### config.mk
export PLATFORM = sky130hd
export DESIGN_NAME = jmp_exec
export DESIGN_NICKNAME = d
export VERILOG_FILES = /design/src/rtl/jmp_exec_pkg.sv /design/src/rtl/jmp_exec_br_cmp.sv /design/src/rtl/jmp_exec.sv
export SDC_FILE = /design/constraint.sdc
export NUM_CORES = 1
export LEC_CHECK = 0
export BUFFER_PORTS_ARGS = -buffer_cell sky130_fd_sc_hd__buf_2
export CAP_MARGIN = 20
export CORE_ASPECT_RATIO = 2
export CORE_MARGIN = 2
export CORE_UTILIZATION = 37
export CTS_CLUSTER_SIZE = 20
export DETAILED_ROUTE_END_ITERATION = 10
export PLACE_DENSITY = 0.61
export SLEW_MARGIN = 10
export SYNTH_ARGS = -nofsm -noshare
export SYNTH_HDL_FRONTEND = slang
export SYNTH_SLANG_ARGS = --single-unit
### constraint.sdc
create_clock -name clk -period 3.28 [get_ports clk]
set_input_delay 0 -clock clk [delete_from_list [all_inputs] [get_ports clk]]
set_output_delay 0 -clock clk [all_outputs]
set_load 0.03 [all_outputs]
### src/rtl/jmp_exec_pkg.sv
// rtl/jmp_exec_pkg.sv - shared types and constants for the jump execution pipe
package jmp_exec_pkg;

  localparam int XLEN_DEF   = 32;
  localparam int PREG_W_DEF = 6;
  localparam int ROB_W_DEF  = 6;

  typedef enum logic [1:0] {
    CLS_JAL  = 2'd0,
    CLS_JALR = 2'd1,
    CLS_BR   = 2'd2,
    CLS_ILL  = 2'd3
  } jclass_e;

  localparam logic [2:0] F3_BEQ  = 3'b000;
  localparam logic [2:0] F3_BNE  = 3'b001;
  localparam logic [2:0] F3_BLT  = 3'b100;
  localparam logic [2:0] F3_BGE  = 3'b101;
  localparam logic [2:0] F3_BLTU = 3'b110;
  localparam logic [2:0] F3_BGEU = 3'b111;

  // The IQ does not carry an opcode; which sources are read identifies the class.
  function automatic jclass_e decode_class(input logic prs1_valid, input logic prs2_valid);
    case ({prs1_valid, prs2_valid})
      2'b00:   return CLS_JAL;
      2'b10:   return CLS_JALR;
      2'b11:   return CLS_BR;
      default: return CLS_ILL;
    endcase
  endfunction

endpackage

### src/rtl/jmp_exec_br_cmp.sv
// rtl/jmp_exec_br_cmp.sv - branch condition compare under funct3
module br_cmp
  import jmp_exec_pkg::*;
#(
  parameter int XLEN = XLEN_DEF
) (
  input  logic [XLEN-1:0] i_op1,
  input  logic [XLEN-1:0] i_op2,
  input  logic [2:0]      i_funct3,
  output logic            o_taken
);

  always_comb begin
    o_taken = 1'b0;
    case (i_funct3)
      F3_BEQ:  o_taken = (i_op1 == i_op2);
      F3_BNE:  o_taken = (i_op1 != i_op2);
      F3_BLT:  o_taken = ($signed(i_op1) <  $signed(i_op2));
      F3_BGE:  o_taken = ($signed(i_op1) >= $signed(i_op2));
      F3_BLTU: o_taken = (i_op1 <  i_op2);
      F3_BGEU: o_taken = (i_op1 >= i_op2);
      default: o_taken = 1'b0;
    endcase
  end

endmodule

### src/rtl/jmp_exec.sv
// rtl/jmp_exec.sv - two-stage (RR, EX) execute pipe for JAL, JALR and branches
module jmp_exec
  import jmp_exec_pkg::*;
#(
  parameter int XLEN   = XLEN_DEF,
  parameter int PREG_W = PREG_W_DEF,
  parameter int ROB_W  = ROB_W_DEF
) (
  input  logic              clk,
  input  logic              reset,
  input  logic              flush,
  input  logic              iss_valid,
  input  logic [ROB_W-1:0]  iss_pos,
  input  logic [PREG_W-1:0] iss_prd,
  input  logic [PREG_W-1:0] iss_prs1,
  input  logic [PREG_W-1:0] iss_prs2,
  input  logic              iss_prs1_valid,
  input  logic              iss_prs2_valid,
  input  logic [2:0]        iss_funct3,
  input  logic [4:0]        iss_rd,
  input  logic [XLEN-1:0]   iss_pc,
  input  logic [XLEN-1:0]   iss_imm,
  input  logic              iss_alubyp1,
  input  logic              iss_alubyp2,
  input  logic              iss_jmpbyp1,
  input  logic              iss_jmpbyp2,
  output logic [PREG_W-1:0] rf_raddr1,
  output logic [PREG_W-1:0] rf_raddr2,
  input  logic [XLEN-1:0]   rf_rdata1,
  input  logic [XLEN-1:0]   rf_rdata2,
  input  logic [XLEN-1:0]   alu_res,
  output logic              wb_valid,
  output logic [PREG_W-1:0] wb_prd,
  output logic [XLEN-1:0]   wb_data,
  output logic              cmp_valid,
  output logic [ROB_W-1:0]  cmp_pos,
  output logic              redir_valid,
  output logic [XLEN-1:0]   redir_pc
);

  // RR stage
  logic              r_rr_valid;
  logic [ROB_W-1:0]  r_rr_pos;
  logic [PREG_W-1:0] r_rr_prd, r_rr_prs1, r_rr_prs2;
  logic              r_rr_prs1_valid, r_rr_prs2_valid;
  logic [2:0]        r_rr_funct3;
  logic [4:0]        r_rr_rd;
  logic [XLEN-1:0]   r_rr_pc, r_rr_imm;
  logic              r_rr_alubyp1, r_rr_alubyp2, r_rr_jmpbyp1, r_rr_jmpbyp2;

  // EX stage
  logic              r_ex_valid;
  jclass_e           r_ex_cls;
  logic [XLEN-1:0]   r_ex_op1, r_ex_op2, r_ex_pc, r_ex_imm;
  logic [2:0]        r_ex_funct3;
  logic [PREG_W-1:0] r_ex_prd;
  logic [4:0]        r_ex_rd;
  logic [ROB_W-1:0]  r_ex_pos;

  // Registered results
  logic              r_wb_valid, r_cmp_valid, r_redir_valid;
  logic [PREG_W-1:0] r_wb_prd;
  logic [XLEN-1:0]   r_wb_data, r_redir_pc;
  logic [ROB_W-1:0]  r_cmp_pos;

  logic [XLEN-1:0]   w_op1, w_op2;
  logic [XLEN-1:0]   w_jalr_sum, w_target, w_link;
  logic              w_br_taken, w_is_jump, w_taken, w_wb_en;
  logic [XLEN-1:0]   w_ex_wb_data;

  assign rf_raddr1 = r_rr_prs1;
  assign rf_raddr2 = r_rr_prs2;

  // jmpbyp reads the value EX is about to write back, so a dependent jump
  // issued the very next cycle sees the older link value.
  always_comb begin
    w_op1 = '0;
    if (!r_rr_prs1_valid)  w_op1 = '0;
    else if (r_rr_jmpbyp1) w_op1 = w_ex_wb_data;
    else if (r_rr_alubyp1) w_op1 = alu_res;
    else                   w_op1 = rf_rdata1;
  end

  always_comb begin
    w_op2 = '0;
    if (!r_rr_prs2_valid)  w_op2 = '0;
    else if (r_rr_jmpbyp2) w_op2 = w_ex_wb_data;
    else if (r_rr_alubyp2) w_op2 = alu_res;
    else                   w_op2 = rf_rdata2;
  end

  br_cmp #(.XLEN(XLEN)) u_br_cmp (
    .i_op1    (r_ex_op1),
    .i_op2    (r_ex_op2),
    .i_funct3 (r_ex_funct3),
    .o_taken  (w_br_taken)
  );

  assign w_jalr_sum   = r_ex_op1 + r_ex_imm;
  assign w_target     = (r_ex_cls == CLS_JALR) ? {w_jalr_sum[XLEN-1:1], 1'b0}
                                               : (r_ex_pc + r_ex_imm);
  assign w_link       = r_ex_pc + XLEN'(4);
  assign w_is_jump    = (r_ex_cls == CLS_JAL) || (r_ex_cls == CLS_JALR);
  assign w_taken      = r_ex_valid && (w_is_jump || ((r_ex_cls == CLS_BR) && w_br_taken));
  assign w_wb_en      = r_ex_valid && w_is_jump && (r_ex_rd != 5'd0);
  assign w_ex_wb_data = w_wb_en ? w_link : '0;

  always_ff @(posedge clk) begin
    if (reset) begin
      r_rr_valid      <= 1'b0;
      r_rr_pos        <= '0;
      r_rr_prd        <= '0;
      r_rr_prs1       <= '0;
      r_rr_prs2       <= '0;
      r_rr_prs1_valid <= 1'b0;
      r_rr_prs2_valid <= 1'b0;
      r_rr_funct3     <= '0;
      r_rr_rd         <= '0;
      r_rr_pc         <= '0;
      r_rr_imm        <= '0;
      r_rr_alubyp1    <= 1'b0;
      r_rr_alubyp2    <= 1'b0;
      r_rr_jmpbyp1    <= 1'b0;
      r_rr_jmpbyp2    <= 1'b0;
      r_ex_valid      <= 1'b0;
      r_ex_cls        <= CLS_JAL;
      r_ex_op1        <= '0;
      r_ex_op2        <= '0;
      r_ex_pc         <= '0;
      r_ex_imm        <= '0;
      r_ex_funct3     <= '0;
      r_ex_prd        <= '0;
      r_ex_rd         <= '0;
      r_ex_pos        <= '0;
      r_wb_valid      <= 1'b0;
      r_wb_prd        <= '0;
      r_wb_data       <= '0;
      r_cmp_valid     <= 1'b0;
      r_cmp_pos       <= '0;
      r_redir_valid   <= 1'b0;
      r_redir_pc      <= '0;
    end else begin
      r_rr_valid      <= iss_valid && !flush;
      r_rr_pos        <= iss_pos;
      r_rr_prd        <= iss_prd;
      r_rr_prs1       <= iss_prs1;
      r_rr_prs2       <= iss_prs2;
      r_rr_prs1_valid <= iss_prs1_valid;
      r_rr_prs2_valid <= iss_prs2_valid;
      r_rr_funct3     <= iss_funct3;
      r_rr_rd         <= iss_rd;
      r_rr_pc         <= iss_pc;
      r_rr_imm        <= iss_imm;
      r_rr_alubyp1    <= iss_alubyp1;
      r_rr_alubyp2    <= iss_alubyp2;
      r_rr_jmpbyp1    <= iss_jmpbyp1;
      r_rr_jmpbyp2    <= iss_jmpbyp2;

      r_ex_valid      <= r_rr_valid && !flush;
      r_ex_cls        <= decode_class(r_rr_prs1_valid, r_rr_prs2_valid);
      r_ex_op1        <= w_op1;
      r_ex_op2        <= w_op2;
      r_ex_pc         <= r_rr_pc;
      r_ex_imm        <= r_rr_imm;
      r_ex_funct3     <= r_rr_funct3;
      r_ex_prd        <= r_rr_prd;
      r_ex_rd         <= r_rr_rd;
      r_ex_pos        <= r_rr_pos;

      // Whatever sits in EX during a flush is killed before it becomes visible.
      r_wb_valid      <= w_wb_en && !flush;
      r_wb_prd        <= (w_wb_en && !flush) ? r_ex_prd : '0;
      r_wb_data       <= flush ? '0 : w_ex_wb_data;
      r_cmp_valid     <= r_ex_valid && !flush;
      r_cmp_pos       <= (r_ex_valid && !flush) ? r_ex_pos : '0;
      r_redir_valid   <= w_taken && !flush;
      r_redir_pc      <= (w_taken && !flush) ? w_target : '0;
    end
  end

  assign wb_valid    = r_wb_valid;
  assign wb_prd      = r_wb_prd;
  assign wb_data     = r_wb_data;
  assign cmp_valid   = r_cmp_valid;
  assign cmp_pos     = r_cmp_pos;
  assign redir_valid = r_redir_valid;
  assign redir_pc    = r_redir_pc;

endmodule
### Word level (Yosys, flattened, before mapping)

Index checks and enable logic that the tools add are counted.

* register bits: 333

* $add $sub $neg: 3
* eq/ne operators: 11
* magnitude comparators: 4
* multiplexer cells: 8
* reductions and logical operators: 23
* bitwise logic cells: 5

Operators by type and width (number)
* two-way mux 32 bit: 6
* adder 32 bit: 2
* greater-or-equal comparator 32 bit: 2
* less-than comparator 32 bit: 2
* adder 32 x 3 -> 32 bit, second input constant: 1
* equality test 32 bit: 1
* != test 32 bit: 1
* equality test 3 bit, second input constant: 4
* OR reduction 2 bit: 6
* logical AND 1 bit: 9
* equality test 2 bit, second input constant: 3
* one-hot mux 1 bit (6 select lines): 1
* one-hot mux 2 bit (3 select lines): 1
* NOT 1 bit: 5
* nonzero test 5 bit: 1
* logical NOT 2 bit: 2
* equality test 3 x 1 -> 1 bit, second input constant: 1
* logical NOT 3 bit: 1
* OR reduction 3 bit: 1
* equality test 2 x 1 -> 1 bit, second input constant: 1
* logical OR 1 bit: 2
* logical NOT 1 bit: 1

### Logic depth before layout (Yosys ltp)

* depth in word-level cells: 8
* gate-level depth with buffers: 13

### Cells and area by module

From an unflattened synthesis, not the netlist that was laid out.

* cells, all modules: 1630
* area total of the unflattened synthesis: 15105.7 sq um

By module, submodules not included
* jmp_exec: times used 1, cells each 1502, area each 14182.4 sq um, sequential area each 6666.4 sq um
* br_cmp: times used 1, cells each 128, area each 923.4 sq um, sequential area each 0.0 sq um

### Worst setup path after synthesis

No wires, ideal clock.

* path kind: register to register
* start: register r_ex_pc[0]
* end: register r_redir_pc[28] (netlist: redir_pc[28])
* period minus slack after synthesis: 2.881 ns
* slack: 0.399 ns
* stages on the path, launching flop included: 14
* arrival: 2.811 ns
* cells stage by stage: dfxtp_1 ha_1 inv_1 fa_1 nand2b_1 a2111oi_0 o21ai_1 a31oi_1 a41oi_1 o2111ai_1 a21oi_1 xnor2_1 nand2_1 a21oi_1

* cells in the longest elaborated chain, start to end: 2

RTL lines
* from (decl): RTL line jmp_exec.sv:54 `logic [XLEN-1:0] r_ex_op1, r_ex_op2, r_ex_pc, r_ex_imm;`
* from (signal assigned): RTL line jmp_exec.sv:163 `r_ex_pc <= r_rr_pc;`
* adder 32 bit: RTL line jmp_exec.sv:101 `: (r_ex_pc + r_ex_imm);`
* two-way mux 32 bit: RTL line jmp_exec.sv:100 `assign w_target = (r_ex_cls == CLS_JALR) ? {w_jalr_sum[XLEN-1:1], 1'b0}`
* to (signal assigned): RTL line jmp_exec.sv:177 `r_redir_pc <= (w_taken && !flush) ? w_target : '0;`
* to (decl): RTL line jmp_exec.sv:63 `logic [XLEN-1:0] r_wb_data, r_redir_pc;`

No other way between the ends.
A chain may end at the register's enable or synchronous reset.

### Worst setup path in the final report

* start: register r_ex_op1[13]
* end: register r_redir_pc[25] (netlist: redir_pc[25])

* cells in the longest elaborated chain, start to end: 8
* elaborated cells between the ends (all ways): 15
* classes of those cells: add/sub: 1; order compare: 4; eq/ne: 2; mux: 2; bitwise: 1; reduce/logical: 5

RTL lines
* from (decl): RTL line jmp_exec.sv:54
* from (signal assigned): RTL line jmp_exec.sv:161 `r_ex_op1 <= w_op1;`
* greater-or-equal comparator 32 bit, or another cell as far along: RTL line jmp_exec_br_cmp.sv:21 `F3_BGEU: o_taken = (i_op1 >= i_op2);`
* one-hot mux 1 bit (6 select lines): RTL line jmp_exec_br_cmp.sv:15 `case (i_funct3)`
* logical AND 1 bit: RTL line jmp_exec.sv:104 `assign w_taken = r_ex_valid && (w_is_jump || ((r_ex_cls == CLS_BR) && w_br_taken));`
* logical OR 1 bit: RTL line jmp_exec.sv:104
* logical AND 1 bit: RTL line jmp_exec.sv:104
* logical AND 1 bit: RTL line jmp_exec.sv:177
* NOT 1 bit (no line)
* OR reduction 2 bit (no line)

Several ways; a longest one is shown, not always the timed one.

==> metrics.csv <==
stage,metric,value,unit
grt,track_usage,23.1,%
finish,finalCoreUtilization,52.4,%
drt,viasPerCell,4.94,
grt,antenna_found_initial,1,
place,gp_congestion,0.889,
drt,drc,0,
logic_synthesis,ys_seq_elements,333,
floorplanning,start_util,37.4,%
timing,skew,0.0107,ns
min_path,hold_path.class,in -> reg,
clock_tree,cts.clk_slew.worst_paths,0.07,ns
floorplanning,die_h,286,µm
grt,grt_first_pass_wirelength,75400,µm
floorplanning,io_pins,293,
floorplanning,num_rows,103,
timing,finalCritPeriodShare,96.5,%
timing,slew-limit-headroom,53.8,%
critical_path,critPathTopFamily,compound AO/OA/AOI/OAI gates,
pwr,p_per_area,434,nW/µm²
critical_path,start_kind,register,
critical_path,crit_type,reg -> reg,
drt,wl_per_cell,18.9,µm
drt,finalWirelength,50200,µm
critical_path,path_max_fanout,5,
logic_synthesis,synth_fp_nets,1873,
critical_path,crit_chain,ha_1 > a21o_1 > a21o_1 > a21oi_2 > o21ai_2 > a211o_1 > a2111oi_4 > mux2i_2 > a2111oi_4 > buf_4 > a31oi_4 > buf_12 > buf_4 > a211oi_2,
finish,antenna-diode-count,0,
drt,vias,13117,
logic_synthesis,async_flop_share,0,%
logic_synthesis,ys_seq_area_share,45.3,%
grt,grt_remaining_overflow,0,
place,postPlaceCellArea,17000,µm²
grt,grtUsageMet1,24.0,%
clock_tree,numClockSinks,333,
finish,syn_to_final_growth,40.0,%
grt,grt_pass1_vias,13939,
grt,grt_max_degree,75,
clock_tree,cts_tree,yes,
drt,first_pass_iters,5,
clock_tree,cts.path.max_buffers,3,
finish,fin_nets,2409,
floorplanning,die_x,145,µm
logic_synthesis,synth_cells,1573,
finish,layout.cells.non_filler,2657,
grt,globalRouteMet3Util,2.93,%
timing,whs,0.00304,ns
clock_tree,root_buffer,clkbuf_16,
critical_path,cp.arrival,3.66,ns
finish,drive_gt1_share,20.5,%
floorplanning,core,39300,µm²
timing,tns,0,ns
critical_path,cpMaxStageDelayCell,a211o_1,
drt,ant_nets,0,
pwr,leakage,9.25,nW
grt,top_usage_layer,met2,
finish,stdcell_area,20600,µm²
logic_synthesis,synthFlopType,dfxtp_1,
timing,setup_viol,0,
place,dp_cells,2357,
critical_path,path_buf_inv,3,
clock_tree,htree_levels,1,
timing,period_minus_slack,3.16,ns
timing,maxSlewViolCount,0,
critical_path,cp-end-kind,register,
timing,finalHoldViolCount,0,
critical_path,crit_path_max_incr_delay,0.36,ns
logic_synthesis,synth_enable_flop_cells,0,
job,drv_cap,0,
finish,nFillCells,3484,
floorplanning,dieArea,41500,µm²
timing,tightest_slew,0.694,ns
status,status,"finished, final reports clean",
grt,grt_use_met2,46.1,%
clock_tree,clkLatencyLatePin,0.57,ns
timing,fmaxAchievable,316,MHz
place,numPortBuffers,292,
drt,drtIter0Drc,458,
place,hpwl,36200,µm
pwr,ir_worst_vdd,470,µV
critical_path,cp.required,3.77,ns
logic_synthesis,synth_area,14700,µm²
logic_synthesis,synth.distinct_cells,56,
logic_synthesis,synth_area_per_cell,9.35,µm²
logic_synthesis,yosysWarnings,0,
clock_tree,cts_buffers,30,
-- kinds of logic (layout without fill, tap and decap cells) --
kind of cell	Yosys count	after routing	synth area share, %
XOR/XNOR	76	76	4.53
adder cells (fa/ha/maj)	98	98	8.44
AND/OR/NAND/NOR	581	581	21.2
AO/OA/AOI/OAI	345	346	16.6
flip-flops	333	333	45.3
multiplexers	8	8	0.544
buffers and inverters	132	690	3.42
-- routing by layer --
| layer | wire length [µm] | share of wire (%) |
|---|---|---|
| met5 | 16 | 0.032 |
| met4 | 2000 | 4.0 |
| met3 | 1980 | 4.0 |
| met1 | 18800 | 37 |
| met2 | 27400 | 55 |
-- flip-flops by register name, indices dropped and copies added (netlist names), 5 cells and up --
| register | flops |
|---|---|
| r_ex_imm | 32 |
| r_ex_op1 | 32 |
| r_ex_op2 | 32 |
| r_ex_pc | 32 |
| r_rr_imm | 32 |
| r_rr_pc | 32 |
| redir_pc | 32 |
| wb_data | 32 |
| cmp_pos | 6 |
| r_ex_pos | 6 |
| r_ex_prd | 6 |
| r_rr_pos | 6 |
| r_rr_prd | 6 |
| rf_raddr1 | 6 |
| rf_raddr2 | 6 |
| wb_prd | 6 |
| r_ex_rd | 5 |
| r_rr_rd | 5 |
-- power by group --
part | switching [mW] | internal (mW)
sequential | 0.0925 | 4.18
clock | 1.53 | 1.93
combinational | 0.575 | 0.628
-- final cells by class --
cell class	count	area, µm²	share of cell area, %
repair buffers	582	4330	21.0
flip-flops and latches	333	6670	32.4
clock inverters	10	85.1	0.413
well taps	525	657	3.19
inverters	53	199	0.966
clock buffers	45	878	4.27
multi-input cells	1109	7770	37.7
-- synthesized netlist by cell type, types with 2 or more instances --
cell type	instances	area, µm²
a2111oi_0	4	35.0
a211o_1	4	35.0
a211oi_1	133	998
a211oi_2	5	62.6
a21o_1	45	338
a21oi_1	69	345
a221oi_1	2	17.5
a31o_2	2	17.5
a31oi_1	11	68.8
and2_1	12	75.1
and3_1	31	194
buf_1	3	11.3
buf_2	3	15.0
clkbuf_1	72	270
dfxtp_1	333	6670
fa_1	2	40.0
ha_1	96	1200
inv_1	53	199
mux2i_1	8	80.1
nand2_1	85	319
nand2b_1	14	87.6
nand3_1	24	120
nand4_1	14	87.6
nor2_1	108	405
nor2b_1	258	1610
nor3_1	12	60.1
nor3b_1	3	22.5
nor4_1	2	12.5
o2111ai_1	2	17.5
o211ai_1	5	37.5
o21a_1	11	82.6
o21ai_0	20	100
o21ai_1	4	20.0
o21bai_1	8	60.1
o221ai_1	2	17.5
o22ai_1	3	18.8
o31ai_1	3	22.5
o41a_1	2	22.5
or2_2	5	31.3
or3_1	9	56.3
or4_1	2	15.0
xnor2_1	51	447
xor2_1	25	219
-- cell usage in the layout, fill, tap and decap left out, types with 9 or more instances in the layout --
| cell | netlist | layout |
|---|---|---|
| nand3_1 | 24 | 24 |
| xnor2_1 | 51 | 51 |
| clkbuf_1 | 72 | 9 |
| buf_2 | 3 | 291 |
| o21ai_0 | 20 | 19 |
| a21o_1 | 45 | 45 |
| nor2_1 | 108 | 107 |
| ha_1 | 96 | 91 |
| nand2_1 | 85 | 85 |
| dfxtp_1 | 333 | 329 |
| a211oi_1 | 133 | 132 |
| nand2b_1 | 14 | 12 |
| o21a_1 | 11 | 11 |
| nand4_1 | 14 | 14 |
| or3_1 | 9 | 9 |
| clkbuf_16 | 0 | 32 |
| a31oi_1 | 11 | 9 |
| a21oi_1 | 69 | 64 |
| and2_1 | 12 | 12 |
| nor2b_1 | 258 | 257 |
| nor3_1 | 12 | 12 |
| xor2_1 | 25 | 25 |
| and3_1 | 31 | 31 |
| inv_1 | 53 | 53 |
| dlygate4sd3_1 | 0 | 237 |
| buf_4 | 1 | 45 |
-- metrics by stage --
| step | worst slack (ns) | total power, mW |
|---|---|---|
| final | 0.116 | 8.94 |
| after detailed placement | -0.104 | 5.28 |
| after CTS | 0.0178 | 8.98 |
| after global placement | -0.0802 | 5.28 |
| after global routing | -0.0190 | 9.29 |
| after floorplan | 0.399 | 4.90 |
-- path summary, 6_finish.rpt --
| kind | start | to | slack (ns) | cells past startpoint |
|---|---|---|---|---|
| worst min-delay path | rf_rdata1[27] | r_ex_op1[27] | 0.003 | 4 |
| worst max register to register | r_ex_op1[13] | redir_pc[25] | 0.12 | 14 |
| worst max-delay path | r_ex_op1[13] | redir_pc[25] | 0.12 | 14 |
| worst min register to register | r_rr_valid | r_ex_valid | 0.43 | 1 |
-- timing repair --
item                                   4_1_cts  5_1_grt
gates resized for setup                      4       29
setup endpoints to repair                   31       33
gates cloned                                 0        2
pin swaps                                    2       14
hold buffers                               237        0
buffers inserted                             2        4
endpoints found under the hold margin      202        0
-- tightest hold or removal path: stages --
cell,delay (ns)
buf_2,0.08
nor2b_1,0.13
a211oi_1,0.08
a211oi_1,0.23
(Power assumes the default switching activity.)
